<file path="src/rtl/axil_sig_dump.sv">
// axil_sig_dump: counts clock cycles until the CPU halts (or a watchdog
// expires), then reads the word-aligned signature region [sig_begin, sig_end)
// over an AXI-Lite read master, one read at a time, and emits every word on a
// valid/ready stream with sig_last on the final word. DONE is terminal until
// the next reset.
module axil_sig_dump #(
    parameter int DATA_WIDTH = 32,
    parameter int ADDR_WIDTH = 32,
    parameter int STRB_WIDTH = DATA_WIDTH / 8,
    parameter int CNT_WIDTH  = 32
) (
    input  logic                  clk,
    input  logic                  rstn,
    input  logic                  halt,
    input  logic [ADDR_WIDTH-1:0] sig_begin,
    input  logic [ADDR_WIDTH-1:0] sig_end,
    input  logic [CNT_WIDTH-1:0]  timeout_cycles,
    output logic [ADDR_WIDTH-1:0] m_axil_araddr,
    output logic [2:0]            m_axil_arprot,
    output logic                  m_axil_arvalid,
    input  logic                  m_axil_arready,
    input  logic [DATA_WIDTH-1:0] m_axil_rdata,
    input  logic [1:0]            m_axil_rresp,
    input  logic                  m_axil_rvalid,
    output logic                  m_axil_rready,
    output logic [DATA_WIDTH-1:0] sig_data,
    output logic                  sig_valid,
    input  logic                  sig_ready,
    output logic                  sig_last,
    output logic                  busy,
    output logic                  done,
    output logic                  timed_out,
    output logic                  rd_err,
    output logic [CNT_WIDTH-1:0]  cycle_count
);

    typedef enum logic [2:0] {
        ST_RUN  = 3'd0,
        ST_AR   = 3'd1,
        ST_R    = 3'd2,
        ST_OUT  = 3'd3,
        ST_DONE = 3'd4
    } state_e;

    // Address increment between consecutive signature words.
    localparam logic [ADDR_WIDTH-1:0] STEP = ADDR_WIDTH'(STRB_WIDTH);

    // Clears the byte-offset bits so reads always start on a word boundary.
    function automatic logic [ADDR_WIDTH-1:0] align_word(input logic [ADDR_WIDTH-1:0] addr);
        return addr & ~(STEP - ADDR_WIDTH'(1));
    endfunction

    state_e                  state_q;
    logic [CNT_WIDTH-1:0]    cycle_count_q;
    logic [ADDR_WIDTH-1:0]   ptr_q;
    logic [ADDR_WIDTH-1:0]   end_q;
    logic [ADDR_WIDTH-1:0]   araddr_q;
    logic                    arvalid_q;
    logic                    rready_q;
    logic [DATA_WIDTH-1:0]   sig_data_q;
    logic                    sig_valid_q;
    logic                    sig_last_q;
    logic                    busy_q;
    logic                    done_q;
    logic                    timed_out_q;
    logic                    rd_err_q;

    logic [CNT_WIDTH-1:0]    cycle_count_d;
    logic [ADDR_WIDTH-1:0]   begin_ptr_d;
    logic [ADDR_WIDTH:0]     ptr_sum_s;
    logic [ADDR_WIDTH-1:0]   ptr_d;
    logic                    last_word_s;
    logic                    timeout_hit_s;

    // Saturating cycle counter step.
    assign cycle_count_d = (cycle_count_q == {CNT_WIDTH{1'b1}}) ? cycle_count_q
                                                                 : cycle_count_q + CNT_WIDTH'(1);
    assign begin_ptr_d   = align_word(sig_begin);
    // One extra bit catches the pointer wrapping past all-ones; a wrap counts as reaching the end.
    assign ptr_sum_s     = {1'b0, ptr_q} + {1'b0, STEP};
    assign ptr_d         = ptr_sum_s[ADDR_WIDTH-1:0];
    assign last_word_s   = ptr_sum_s[ADDR_WIDTH] | (ptr_d >= end_q);
    assign timeout_hit_s = (timeout_cycles != {CNT_WIDTH{1'b0}}) &&
                           (cycle_count_q == timeout_cycles - CNT_WIDTH'(1));

    // Dump sequencer: run/count, then one AR -> R -> OUT round trip per word.
    always_ff @(posedge clk or negedge rstn) begin
        if (!rstn) begin
            state_q       <= ST_RUN;
            cycle_count_q <= {CNT_WIDTH{1'b0}};
            ptr_q         <= {ADDR_WIDTH{1'b0}};
            end_q         <= {ADDR_WIDTH{1'b0}};
            araddr_q      <= {ADDR_WIDTH{1'b0}};
            arvalid_q     <= 1'b0;
            rready_q      <= 1'b0;
            sig_data_q    <= {DATA_WIDTH{1'b0}};
            sig_valid_q   <= 1'b0;
            sig_last_q    <= 1'b0;
            busy_q        <= 1'b0;
            done_q        <= 1'b0;
            timed_out_q   <= 1'b0;
            rd_err_q      <= 1'b0;
        end else begin
            case (state_q)
                ST_RUN: begin
                    cycle_count_q <= cycle_count_d;
                    if (halt || timeout_hit_s) begin
                        // Halt has priority, so the watchdog flag is only set when halt is absent.
                        if (!halt) begin
                            timed_out_q <= 1'b1;
                        end
                        ptr_q <= begin_ptr_d;
                        end_q <= sig_end;
                        if (begin_ptr_d >= sig_end) begin
                            state_q <= ST_DONE;
                            done_q  <= 1'b1;
                        end else begin
                            state_q   <= ST_AR;
                            araddr_q  <= begin_ptr_d;
                            arvalid_q <= 1'b1;
                            busy_q    <= 1'b1;
                        end
                    end
                end
                ST_AR: begin
                    if (m_axil_arready) begin
                        arvalid_q <= 1'b0;
                        rready_q  <= 1'b1;
                        state_q   <= ST_R;
                    end
                end
                ST_R: begin
                    if (m_axil_rvalid) begin
                        rready_q    <= 1'b0;
                        sig_data_q  <= m_axil_rdata;
                        sig_valid_q <= 1'b1;
                        sig_last_q  <= last_word_s;
                        if (m_axil_rresp != 2'b00) begin
                            rd_err_q <= 1'b1;
                        end
                        state_q <= ST_OUT;
                    end
                end
                ST_OUT: begin
                    if (sig_ready) begin
                        sig_valid_q <= 1'b0;
                        sig_last_q  <= 1'b0;
                        if (sig_last_q) begin
                            busy_q  <= 1'b0;
                            done_q  <= 1'b1;
                            state_q <= ST_DONE;
                        end else begin
                            ptr_q     <= ptr_d;
                            araddr_q  <= ptr_d;
                            arvalid_q <= 1'b1;
                            state_q   <= ST_AR;
                        end
                    end
                end
                ST_DONE: begin
                    state_q <= ST_DONE;
                end
                default: begin
                    // Unreachable encoding: park safely in DONE with the bus idle.
                    arvalid_q   <= 1'b0;
                    rready_q    <= 1'b0;
                    sig_valid_q <= 1'b0;
                    sig_last_q  <= 1'b0;
                    busy_q      <= 1'b0;
                    done_q      <= 1'b1;
                    state_q     <= ST_DONE;
                end
            endcase
        end
    end

    assign m_axil_araddr  = araddr_q;
    assign m_axil_arprot  = 3'b000;
    assign m_axil_arvalid = arvalid_q;
    assign m_axil_rready  = rready_q;
    assign sig_data       = sig_data_q;
    assign sig_valid      = sig_valid_q;
    assign sig_last       = sig_last_q;
    assign busy           = busy_q;
    assign done           = done_q;
    assign timed_out      = timed_out_q;
    assign rd_err         = rd_err_q;
    assign cycle_count    = cycle_count_q;

endmodule

</file>
<file path="config.mk">
export PLATFORM = sky130hd
export DESIGN_NAME = axil_sig_dump
export DESIGN_NICKNAME = d
export VERILOG_FILES = /design/src/rtl/axil_sig_dump.sv
export SDC_FILE = /design/constraint.sdc
export NUM_CORES = 1
export LEC_CHECK = 0
export CORE_MARGIN = 4
export CORE_UTILIZATION = 37
export DETAILED_ROUTE_END_ITERATION = 8
export PLACE_DENSITY = 0.58
export SLEW_MARGIN = 0
export SYNTH_ARGS = -nofsm -noshare
export SYNTH_HDL_FRONTEND = slang
export SYNTH_SLANG_ARGS = --single-unit
</file>
<file path="constraint.sdc">
create_clock -name clk -period 4.3 [get_ports clk]
set_input_delay 0.86 -clock clk [delete_from_list [all_inputs] [get_ports clk]]
set_output_delay 0.86 -clock clk [all_outputs]
set_load 0.05 [all_outputs]
</file>
==> impl_metrics.csv <==
group,metric,value,unit
timing,worst_slew_margin_rel,0.370,
critical_path,cpPeakStageDelay,0.56,ns
critical_path,crit_slowest_cell,"sky130_fd_sc_hd__or4_4",
critical_path,worst-endpoint-arrival,4.49,ns
synthesis,post_synth_xor_area_fraction,0.0807,
clock_tree,ctsHtreeMaxLevel,4,
cells_and_area,syn_to_final_growth,36.4,%
clock_tree,buffer_depth_of_the_longest_clock_path,2,
timing,final.min_clock_period,4.17,ns
flow_run,cap_viol_max_count,0,
outcome,run_status,"complete, no violations",
cells_and_area,post_route_cells_drive_above_1_share,0.121,
detailed_routing,via_count,9282,
clock_tree,cts_hold_buf,0,
clock_tree,cts_tree,"built",
grt,number_of_antenna_violations_at_the_first_check_in_global_routing,2,
detailed_routing,routed_vias_inst,5.17,
pwr,peakVddDrop,0.169,mV
critical_path,cells_traversed_along_the_worst_timing_path,"clkdlybuf4s50_1 > or4_4 > or4_1 > o22ai_1 > a21oi_1 > or4b_1 > or3b_4 > o21bai_4 > a21o_1 > buf_12 > mux2_1",
detailed_routing,drtIter0Drc,553,
worst_hold_path,min-delay-path-class,"in -> async",
critical_path,worstSetupPathType,"in -> reg",
synthesis,mux_cell_area_share_after_synthesis,0.0793,
floorplanning,initial_core_util,0.379,
timing,final.setup_skew,0.0199,ns
grt,grt_pass1_vias,9541,
critical_path,crit_path_end_kind,"flop",
pwr,leakagePower,6.83,nW
synthesis,area_fraction_in_compound_gates_after_synthesis,0.128,
timing,drv_slew,0,
pwr,power.density,249,nW/um2
grt,globalRouteTotalUtil,0.203,
timing,tns,0,ns
critical_path,timing.critical_path.required,4.62,ns
timing,final_hold_viol_count,0,
synthesis,post_synth_and_or_nand_nor_area_fraction,0.172,
clock_tree,cts_setup_buffers,0,
synthesis,synth_cell_types,70,
synthesis,synth_ff_type,"sky130_fd_sc_hd__dfrtp_1",
synthesis,dominant_combinational_cell_family_by_area_after_synthesis,"simple AND/OR/NAND/NOR gates",
detailed_routing,detailedRoute.firstPassIterationCount,5,
floorplanning,dieArea,31500,um2
critical_path,cp_num_buf_inv,2,
detailed_routing,route.detailed.drc,0,
cells_and_area,area.sequential,4280,um2
floorplanning,die_x,178,um
synthesis,synth_async_sr_flop_share,1.00,
synthesis,synth_area_per_cell,9.53,um2
detailed_routing,route.final.wire_length,31900,um
floorplanning,placeableCoreArea,28100,um2
synthesis,mappedNetlistArea,10600,um2
clock_tree,clock_root_cell,"sky130_fd_sc_hd__clkbuf_16",
clock_tree,clkSinkCount,171,
critical_path,cp_top_family,"simple AND/OR/NAND/NOR gates",
grt,largest_net_degree_at_the_start_of_global_routing,83,
cells_and_area,multi_input_area,5760,um2
place,place.detailed.hpwl,25000,um
grt,grt_first_pass_wirelength,50900,um
timing,final-setup-viol-count,0,
place,buffer_ports.inserted,237,
floorplanning,dieHeight,178,um
timing,timing_worst_slew_pin_value,0.943,ns
timing,fmaxAchievable,240,MHz
clock_tree,reg_clk_slew_reported_paths,0.07,ns
cells_and_area,filler_cell_count,2652,
floorplanning,ios,243,
cells_and_area,antenna-diode-count,0,
detailed_routing,final_antenna_net_count,0,
synthesis,yosys_warnings,0,
cells_and_area,finish.net_count,1606,
detailed_routing,wire_per_inst,17.8,um
pwr,power,3.62,mW
synthesis,yosys_register_bits,171,
clock_tree,clkLatencyLatePin,0.44,ns
synthesis,synth_adder_area_share,0.0777,
synthesis,syn-instance-count,1116,
critical_path,critPathMaxFanout,23,
critical_path,setup.worst_path.start_class,"input port",
clock_tree,number_of_buffers_created_by_cts,17,
synthesis,synth_seq_area_share,0.402,
synthesis,synth-edff-count,0,
timing,min_period_over_period,0.971,
timing,grt_setup_unrepaired,"no",
place,gpl.final_weighted_congestion,0.888,
grt,grt_remaining_overflow,0,
floorplanning,rows,61,
worst paths after layout:
path | startpoint | endpoint | slack, ns | cells after the start
hold reg to reg | timed_out | timed_out | 0.47 | 1
max in group asynchronous | rstn | m_axil_araddr[31] | 2.99 | 2
setup reg to reg | ptr_q[7] | sig_last | 0.62 | 16
min in group clk | timed_out | timed_out | 0.47 | 1
setup / recovery | timeout_cycles[19] | ptr_q[20] | 0.13 | 11
hold / removal | rstn | end_q[8] | 0.47 | 1
repair_timing:
action	CTS	global route
gates resized for setup	0	3
endpoints found under the setup margin	0	16
endpoints found under the hold margin	0	0
cell type report:
cell class / count / share of cell area
clock buffer: 17 / 0.0293
tap: 378 / 0.0326
clock inverter: 15 / 0.0132
sequential: 171 / 0.295
multi-input combinational: 798 / 0.397
inverter: 101 / 0.0261
timing repair buffer: 315 / 0.207
through the flow:
| stage | area [um2] | util | hold slack [ns] | setup slack [ns] | instances |
|---|---|---|---|---|---|
| after floorplan | 10600 | - | 0.473 | 0.257 | 1118 |
| final | 14500 | 0.516 | 0.467 | 0.126 | 1795 |
| after global placement | 13900 | 0.494 | 0.449 | -0.246 | 1762 |
| after global routing | 14500 | 0.516 | 0.488 | 0.00655 | 1795 |
| after detailed placement | 13900 | 0.494 | 0.451 | -0.328 | 1762 |
| after CTS | 14500 | 0.516 | 0.473 | 0.132 | 1794 |
report_power, final:
part           internal, mW  switching, mW
clock                 0.799          0.809
combinational         0.204          0.195
sequential             1.61        0.00177
cell usage after synthesis (5+ instances only):
master | number | share of area
sky130_fd_sc_hd__and2_1 | 22 | 0.013
sky130_fd_sc_hd__nand2b_1 | 13 | 0.0076
sky130_fd_sc_hd__a21o_1 | 17 | 0.012
sky130_fd_sc_hd__buf_4 | 5 | 0.0035
sky130_fd_sc_hd__nand4_1 | 25 | 0.015
sky130_fd_sc_hd__nor2_1 | 53 | 0.019
sky130_fd_sc_hd__a22o_1 | 20 | 0.016
sky130_fd_sc_hd__a211oi_1 | 6 | 0.0042
sky130_fd_sc_hd__xor2_1 | 34 | 0.028
sky130_fd_sc_hd__a21oi_1 | 36 | 0.017
sky130_fd_sc_hd__o211ai_1 | 9 | 0.0064
sky130_fd_sc_hd__or3_1 | 6 | 0.0035
sky130_fd_sc_hd__o2bb2ai_1 | 10 | 0.0082
sky130_fd_sc_hd__buf_2 | 9 | 0.0042
sky130_fd_sc_hd__o31ai_1 | 5 | 0.0035
sky130_fd_sc_hd__or4_1 | 5 | 0.0035
sky130_fd_sc_hd__xnor2_1 | 64 | 0.053
sky130_fd_sc_hd__buf_6 | 5 | 0.0053
sky130_fd_sc_hd__ha_1 | 66 | 0.078
sky130_fd_sc_hd__and4_1 | 7 | 0.0058
sky130_fd_sc_hd__o22ai_1 | 5 | 0.0029
sky130_fd_sc_hd__nor4_1 | 12 | 0.0071
sky130_fd_sc_hd__dfrtp_1 | 171 | 0.40
sky130_fd_sc_hd__nor3_1 | 26 | 0.012
sky130_fd_sc_hd__o21ai_0 | 67 | 0.032
sky130_fd_sc_hd__inv_1 | 101 | 0.036
sky130_fd_sc_hd__nand2_1 | 76 | 0.027
sky130_fd_sc_hd__mux2i_1 | 10 | 0.0094
sky130_fd_sc_hd__nand3_1 | 70 | 0.033
sky130_fd_sc_hd__clkbuf_1 | 28 | 0.0099
sky130_fd_sc_hd__mux2_2 | 48 | 0.051
sky130_fd_sc_hd__and3_1 | 10 | 0.0059
sky130_fd_sc_hd__mux2_1 | 18 | 0.019
metal layers:
metal / vias up / global-route usage / wire length (um)
met5: - / 0 / 27
met4: 4 / 0.0435 / 360
met3: 26 / 0.0622 / 2340
met2: 279 / 0.323 / 14500
met1: 4448 / 0.274 / 14700
li1: 4525 / - / -
cells by family (layout without fill, tap and decap cells):
family / count (synthesis) / after routing
and+or+nand+nor: 349 / 349
buffers and inverters: 149 / 448
adders and majority gates: 66 / 66
other: 1 / 3
muxes: 76 / 76
xor gates and xnor gates: 98 / 98
DFF: 171 / 171
AOI/OAI and AO/OA: 206 / 206
cell usage in the layout (no fill, tap or decap), types with 6 or more instances in the layout:
cell type / instances
sky130_fd_sc_hd__or3_1: 6
sky130_fd_sc_hd__a22o_1: 20
sky130_fd_sc_hd__nand2b_1: 13
sky130_fd_sc_hd__ha_1: 66
sky130_fd_sc_hd__a21oi_1: 36
sky130_fd_sc_hd__and2_1: 21
sky130_fd_sc_hd__o21ai_0: 67
sky130_fd_sc_hd__clkbuf_16: 17
sky130_fd_sc_hd__o211ai_1: 9
sky130_fd_sc_hd__mux2i_1: 10
sky130_fd_sc_hd__o2bb2ai_1: 10
sky130_fd_sc_hd__and3_1: 10
sky130_fd_sc_hd__a211oi_1: 6
sky130_fd_sc_hd__nor3_1: 25
sky130_fd_sc_hd__nor2_1: 52
sky130_fd_sc_hd__xor2_1: 34
sky130_fd_sc_hd__nand4_1: 25
sky130_fd_sc_hd__and4_1: 7
sky130_fd_sc_hd__a21o_1: 17
sky130_fd_sc_hd__inv_1: 101
sky130_fd_sc_hd__nand2_1: 76
sky130_fd_sc_hd__buf_4: 73
sky130_fd_sc_hd__dfrtp_1: 171
sky130_fd_sc_hd__mux2_2: 48
sky130_fd_sc_hd__nor4_1: 12
sky130_fd_sc_hd__mux2_1: 18
sky130_fd_sc_hd__clkdlybuf4s50_1: 236
sky130_fd_sc_hd__nand3_1: 70
sky130_fd_sc_hd__xnor2_1: 64
sequential cells by signal (all words and copies together) (netlist names), 3 cells and up:
register	count
m_axil_araddr	32
state_q	3
sig_data	32
cycle_count	32
end_q	32
ptr_q	32
worst register-to-register path, stage by stage (launching register included):
cell,delay [ns]
sky130_fd_sc_hd__dfrtp_1,0.42
sky130_fd_sc_hd__and4_1,0.28
sky130_fd_sc_hd__nand4_1,0.19
sky130_fd_sc_hd__nor3_1,0.47
sky130_fd_sc_hd__and3_1,0.28
sky130_fd_sc_hd__xnor2_1,0.16
sky130_fd_sc_hd__inv_1,0.07
sky130_fd_sc_hd__ha_1,0.29
sky130_fd_sc_hd__a21o_1,0.18
sky130_fd_sc_hd__a21o_1,0.17
sky130_fd_sc_hd__a21oi_1,0.14
sky130_fd_sc_hd__o21ai_0,0.10
sky130_fd_sc_hd__nand3_1,0.08
sky130_fd_sc_hd__nand2_1,0.05
sky130_fd_sc_hd__a21o_1,0.18
sky130_fd_sc_hd__a221oi_1,0.38
sky130_fd_sc_hd__o22ai_1,0.13
(Power assumes the default switching activity.)
